## src/rtl/platform_rider.sv

```systemverilog
// Player vertical/horizontal motion for a platform game: falls under gravity,
// rides a moving ground, rests on the floor, and jumps on request.
module platform_rider #(
    parameter int INITIAL_X     = 280,
    parameter int INITIAL_Y     = 100,
    parameter int GRAVITY       = 5,
    parameter int MAX_Y_SPEED   = 400,
    parameter int JUMP_SPEED    = -250,
    parameter int RIDE_OFFSET_Y = 32,
    parameter int FLOOR_Y       = 420
) (
    input  logic               clk,
    input  logic               resetN,
    input  logic               startOfFrame,
    input  logic signed [10:0] groundTopLeftX,
    input  logic signed [10:0] groundTopLeftY,
    input  logic               groundHit,
    input  logic               jumpKey,
    output logic signed [10:0] topLeftX,
    output logic signed [10:0] topLeftY,
    output logic               riding
);

    typedef enum logic [1:0] {FALL, RIDE, FLOOR} state_t;

    localparam logic signed [31:0] INIT_X_FP  = 32'(INITIAL_X * 64);
    localparam logic signed [31:0] INIT_Y_FP  = 32'(INITIAL_Y * 64);
    localparam logic signed [31:0] FLOOR_FP   = 32'(FLOOR_Y * 64);
    localparam logic signed [31:0] MAX_X_FP   = 32'(639 * 64);
    localparam logic signed [31:0] GRAV       = 32'(GRAVITY);
    localparam logic signed [31:0] MAX_SPD    = 32'(MAX_Y_SPEED);
    localparam logic signed [31:0] JUMP_SPD   = 32'(JUMP_SPEED);
    localparam logic signed [31:0] RIDE_OFF   = 32'(RIDE_OFFSET_Y);

    state_t             state_q, state_d;
    logic signed [31:0] x_q, x_d;
    logic signed [31:0] y_q, y_d;
    logic signed [31:0] yspeed_q, yspeed_d;
    logic               hit_q, hit_d;
    logic               valid_q, valid_d;
    logic signed [10:0] prev_gx_q, prev_gx_d;
    logic signed [10:0] prev_gy_q, prev_gy_d;
    logic               riding_q, riding_d;

    logic signed [31:0] gx_ext, gy_ext, prev_gx_ext;
    logic signed [31:0] delta_x, ride_y, fall_y, fall_speed;
    logic               hit_eff;

    always_comb begin
        gx_ext      = {{21{groundTopLeftX[10]}}, groundTopLeftX};
        gy_ext      = {{21{groundTopLeftY[10]}}, groundTopLeftY};
        prev_gx_ext = {{21{prev_gx_q[10]}}, prev_gx_q};
        delta_x     = valid_q ? (gx_ext - prev_gx_ext) : '0;
        ride_y      = (gy_ext - RIDE_OFF) <<< 6;
        fall_y      = y_q + yspeed_q;
        fall_speed  = (yspeed_q + GRAV > MAX_SPD) ? MAX_SPD : (yspeed_q + GRAV);
        // a hit arriving in the frame-start cycle itself still counts
        hit_eff     = hit_q | groundHit;

        state_d   = state_q;
        x_d       = x_q;
        y_d       = y_q;
        yspeed_d  = yspeed_q;
        hit_d     = hit_q | groundHit;
        valid_d   = valid_q;
        prev_gx_d = prev_gx_q;
        prev_gy_d = prev_gy_q;

        if (startOfFrame) begin
            hit_d     = 1'b0;
            valid_d   = 1'b1;
            prev_gx_d = groundTopLeftX;
            prev_gy_d = groundTopLeftY;

            unique case (state_q)
                FALL: begin
                    if (hit_eff && (yspeed_q >= 0)) begin
                        state_d  = RIDE;
                        y_d      = ride_y;
                        yspeed_d = '0;
                    end else if (fall_y >= FLOOR_FP) begin
                        state_d  = FLOOR;
                        y_d      = FLOOR_FP;
                        yspeed_d = '0;
                    end else begin
                        y_d      = fall_y;
                        yspeed_d = fall_speed;
                    end
                end
                RIDE: begin
                    if (jumpKey) begin
                        state_d  = FALL;
                        yspeed_d = JUMP_SPD;
                        y_d      = y_q + JUMP_SPD;
                    end else if (!hit_eff) begin
                        state_d  = FALL;
                        yspeed_d = '0;
                    end else begin
                        x_d      = x_q + (delta_x <<< 6);
                        y_d      = ride_y;
                        yspeed_d = '0;
                    end
                end
                FLOOR: begin
                    if (jumpKey) begin
                        state_d  = FALL;
                        yspeed_d = JUMP_SPD;
                        y_d      = y_q + JUMP_SPD;
                    end else if (hit_eff) begin
                        state_d  = RIDE;
                        y_d      = ride_y;
                        yspeed_d = '0;
                    end
                end
                default: state_d = FALL;
            endcase

            if (x_d < 0)             x_d = '0;
            else if (x_d > MAX_X_FP) x_d = MAX_X_FP;
            if (y_d < 0) begin
                y_d      = '0;
                yspeed_d = '0;
            end
        end

        riding_d = (state_d == RIDE);
    end

    always_ff @(posedge clk or negedge resetN) begin
        if (!resetN) begin
            state_q   <= FALL;
            x_q       <= INIT_X_FP;
            y_q       <= INIT_Y_FP;
            yspeed_q  <= '0;
            hit_q     <= 1'b0;
            valid_q   <= 1'b0;
            prev_gx_q <= '0;
            prev_gy_q <= '0;
            riding_q  <= 1'b0;
        end else begin
            state_q   <= state_d;
            x_q       <= x_d;
            y_q       <= y_d;
            yspeed_q  <= yspeed_d;
            hit_q     <= hit_d;
            valid_q   <= valid_d;
            prev_gx_q <= prev_gx_d;
            prev_gy_q <= prev_gy_d;
            riding_q  <= riding_d;
        end
    end

    assign topLeftX = x_q[16:6];
    assign topLeftY = y_q[16:6];
    assign riding   = riding_q;

endmodule

```

## config.mk

```make
export PLATFORM = sky130hd
export DESIGN_NAME = platform_rider
export DESIGN_NICKNAME = d
export VERILOG_FILES = /design/src/rtl/platform_rider.sv
export SDC_FILE = /design/constraint.sdc
export NUM_CORES = 1
export LEC_CHECK = 0
export CAP_MARGIN = 20
export CORE_UTILIZATION = 35
export CTS_CLUSTER_SIZE = 28
export DETAILED_ROUTE_END_ITERATION = 12
export PLACE_DENSITY_LB_ADDON = 0.05
export SLEW_MARGIN = 5
export SYNTH_ARGS = -nofsm -noshare
export SYNTH_HDL_FRONTEND = slang
export SYNTH_SLANG_ARGS = --single-unit
export TNS_END_PERCENT = 20
```

## constraint.sdc

```tcl
create_clock -name clk -period 4.6 [get_ports clk]
set_clock_uncertainty 0.05 [all_clocks]
set_input_delay 0.69 -clock clk [delete_from_list [all_inputs] [get_ports clk]]
set_output_delay 0.69 -clock clk [all_outputs]
set_load 0.03 [all_outputs]
```

==> impl_results.md <==
- Most frequent cells in the layout: buf_4, nand2_1, nor2_1
- Synthesized net count: 1,500
- Slowest stage cell, crit path: clkdlybuf4s50_1
- Post-route setup TNS: -2.65 ns
- Max clock buf depth: 2
- Post-synthesis cell type count: 83
- Critical path data arrival time: 5.17 ns
- Setup WS pre-CTS: -1.44 ns
- CP Class: in2reg
- CTS tree: done
- Layout cells sized above 1: 0.228
- Final max-slew violation count: 0
- Chip Height: 177 microns
- Largest net degree at the start of global routing: 49
- Clk sink count: 104
- Setup crit start: groundTopLeftX[3]
- CTS root buffer: clkbuf_16
- Hold WS: 0.288 ns
- #FFs+latches synth: 104
- Clock Latency Late Sink: 0.38 ns
- Pwr/cell area: 600 mW/mm^2
- Die W: 177 microns
- Mapped Area: 0.0107 sq mm
- FILL cells: 3,022
- Port buffer count: 49
- Register area: 0.00261 sq mm
- RSZ-0062 raised after global routing: yes
- # rows: 63
- Crit. End Element: register
- Vias in the first global route: 10,550
- Yosys Warn Count: 0
- Final period util: 1.07
- Violated checks: setup timing
- Crit path top cell by count: o21ai_2
- Synth-to-Final Area Change: 29.5%
- Reg2reg start: prev_gx_q[0]$_DFFE_PN0P_
- Endpoints failing setup: 10
- Max-cap viol count: 0
- Synthesized instance count: 1,394
- RePlAce Congestion: 0.923
- First-pass GRT wire length: 60.3 mm
- Slew headroom: 0.396
- Period minus WS final: 4.91 ns
- CP max FO: 7
- Final WS setup: -0.310 ns
- Tightest Pin Transition: 0.903 ns
- Via density per instance: 5.65
- HPWL Detailed: 29.7 mm
- Htree depth: 3
- Clock transition at path regs: 0.08 ns
- # DRC: 0
- CP peak stage delay: 0.51 ns
- N_diodes: 0
- Number of nets in the layout: 1,700
- DR pass1 iterations: 5
- Core ar.: 0.0299 sq mm
- Via count: 11,233
- Status: finished, violations left
- # hold bufs at CTS: 0
- DRT antenna net count: 0
- Startpoint Class: input port
- Wire length per cell: 19.2 microns
- Top FF cell, synth: dfrtp_1
- Hold Path Class: in2async
- Starting Density: 0.358
- Syn_area_per_cell: 7.67 sq um
- Final Core Density: 0.464
- Area of the multi-input gates: 0.00791 sq mm
- Number of synthesized flops with an enable pin: 0
- Die Area: 0.0312 sq mm
- Async S/R FF share, synth: 1.00
- Lkg Pwr: 6.04 nW
- Initial antenna violation count: 0
- Routed WL: 38.1 mm
- Fin. Hold Viols: 0
- Gr usage total: 0.247
- TritonCTS buffer count: 9
- I/O pin cnt: 50
- Commonest non-fill, non-tap cell in the layout: buf_4
- Total gr overflow: 0
- Worst Path Required: 4.87 ns
- Initial DRC count: 840
- Seq/Total Area, Yosys: 0.244
- VDD IR max: 0.281 mV
- Highest clock rate: 204 MHz
==> cells by family (layout without fill, tap and decap cells) <==
group / count (synthesis) / in the layout / share of synthesized area
AND/OR/NAND/NOR: 550 / 550 / 0.258
buffers and inverters: 146 / 351 / 0.0609
flip-flops: 104 / 104 / 0.244
multiplexers: 7 / 7 / 0.00667
XOR/XNOR: 77 / 77 / 0.0631
adder cells (fa/ha/maj): 79 / 79 / 0.0946
AO/OA/AOI/OAI: 431 / 431 / 0.273
==> where the power goes <==
group	total [mW]	internal [mW]	switching (mW)
Sequential	1.60	1.20	0.395
Combinational	5.93	2.65	3.28
Clock	0.789	0.375	0.414
Total	8.31	4.23	4.09
==> worst max-delay path, delay by kind of cell <==
kind | cells | cell delay, ns
compound gates | 13 | 2.21
buf+inv | 3 | 0.78
simple gates | 6 | 0.73
fa+ha+maj | 2 | 0.43
xor+xnor | 2 | 0.34
==> worst paths after layout <==
check	endpoint	slack (ns)	cells after the start
worst max-delay path	x_q[10]$_DFFE_PN1P_	-0.31	26
worst min-delay path	prev_gx_q[5]$_DFFE_PN0P_	0.29	1
worst max register to register	x_q[10]$_DFFE_PN1P_	-0.28	24
worst min register to register	riding$_DFF_PN0_	0.50	1
max in group asynchronous	yspeed_q[9]$_DFFE_PN0P_	3.19	2
min in group clk	riding$_DFF_PN0_	0.50	1
==> registers in the layout, indices dropped and copies added, names as in the netlist <==
register,flops
state_q,2
x_q,25
y_q,31
prev_gx_q,11
hit_q,1
riding,1
valid_q,1
yspeed_q,32
==> area by class of cell <==
| class | count | area share |
|---|---|---|
| multi-input combinational | 1144 | 0.571 |
| sequential | 104 | 0.189 |
| timing repair buffer | 290 | 0.172 |
| tap | 390 | 0.0352 |
| clock buffer | 9 | 0.0163 |
| inverter | 45 | 0.0131 |
| clock inverter | 7 | 0.00380 |
==> cell usage after synthesis (6+ instances only) <==
cell type | count | area (sq um)
o31ai_1 | 7 | 52.6
nand2_1 | 139 | 522
and3_1 | 13 | 81.3
o211ai_1 | 9 | 67.6
mux2i_1 | 6 | 60.1
ha_1 | 76 | 951
nand2b_1 | 17 | 106
dfrtp_1 | 98 | 2450
buf_4 | 24 | 180
and2_1 | 15 | 93.8
a31oi_1 | 26 | 163
xnor2_1 | 43 | 377
a32oi_1 | 16 | 140
nor3_1 | 52 | 260
a311oi_1 | 10 | 87.6
dfstp_2 | 6 | 158
a21boi_0 | 9 | 67.6
a21o_1 | 32 | 240
xor2_1 | 34 | 298
a221o_1 | 12 | 120
o21bai_1 | 6 | 45.0
nand3_1 | 59 | 295
and4_1 | 11 | 96.3
o21a_1 | 8 | 60.1
a211o_1 | 6 | 52.6
nor3b_1 | 11 | 82.6
nand3b_1 | 7 | 52.6
a21oi_1 | 88 | 440
or3_1 | 16 | 100
nor4_1 | 11 | 68.8
nand4_1 | 22 | 138
inv_1 | 45 | 169
a22oi_1 | 11 | 82.6
or2_2 | 6 | 37.5
nor2_1 | 120 | 450
nor2b_1 | 29 | 181
a211oi_1 | 20 | 150
o21ai_0 | 101 | 505
clkbuf_1 | 72 | 270
==> metal layers <==
metal,up-vias,share of wire,global-route usage
met4,0,0.013,0.0445
met2,259,0.40,0.347
li1,5562,-,-
met1,5386,0.54,0.397
met5,-,0,0
met3,26,0.043,0.0281
==> metrics by stage <==
step | power, mW | cell area [sq um] | std cells
final | 8.31 | 13800 | 1989
after global routing | 8.98 | 13800 | 1989
after CTS | 8.05 | 13500 | 1978
after detailed placement | 7.14 | 13000 | 1953
after global placement | 7.13 | 13000 | 1953
after floorplan | 4.95 | 10800 | 1394
==> repair_timing <==
item                                    4_1_cts  5_1_grt
hold endpoints to repair                      0        0
resized for setup                            38       69
setup buffers                                 9       11
pin swaps                                    25       45
endpoints found under the setup margin       56       63
Note: power is estimated with default switching activity, not from simulation.
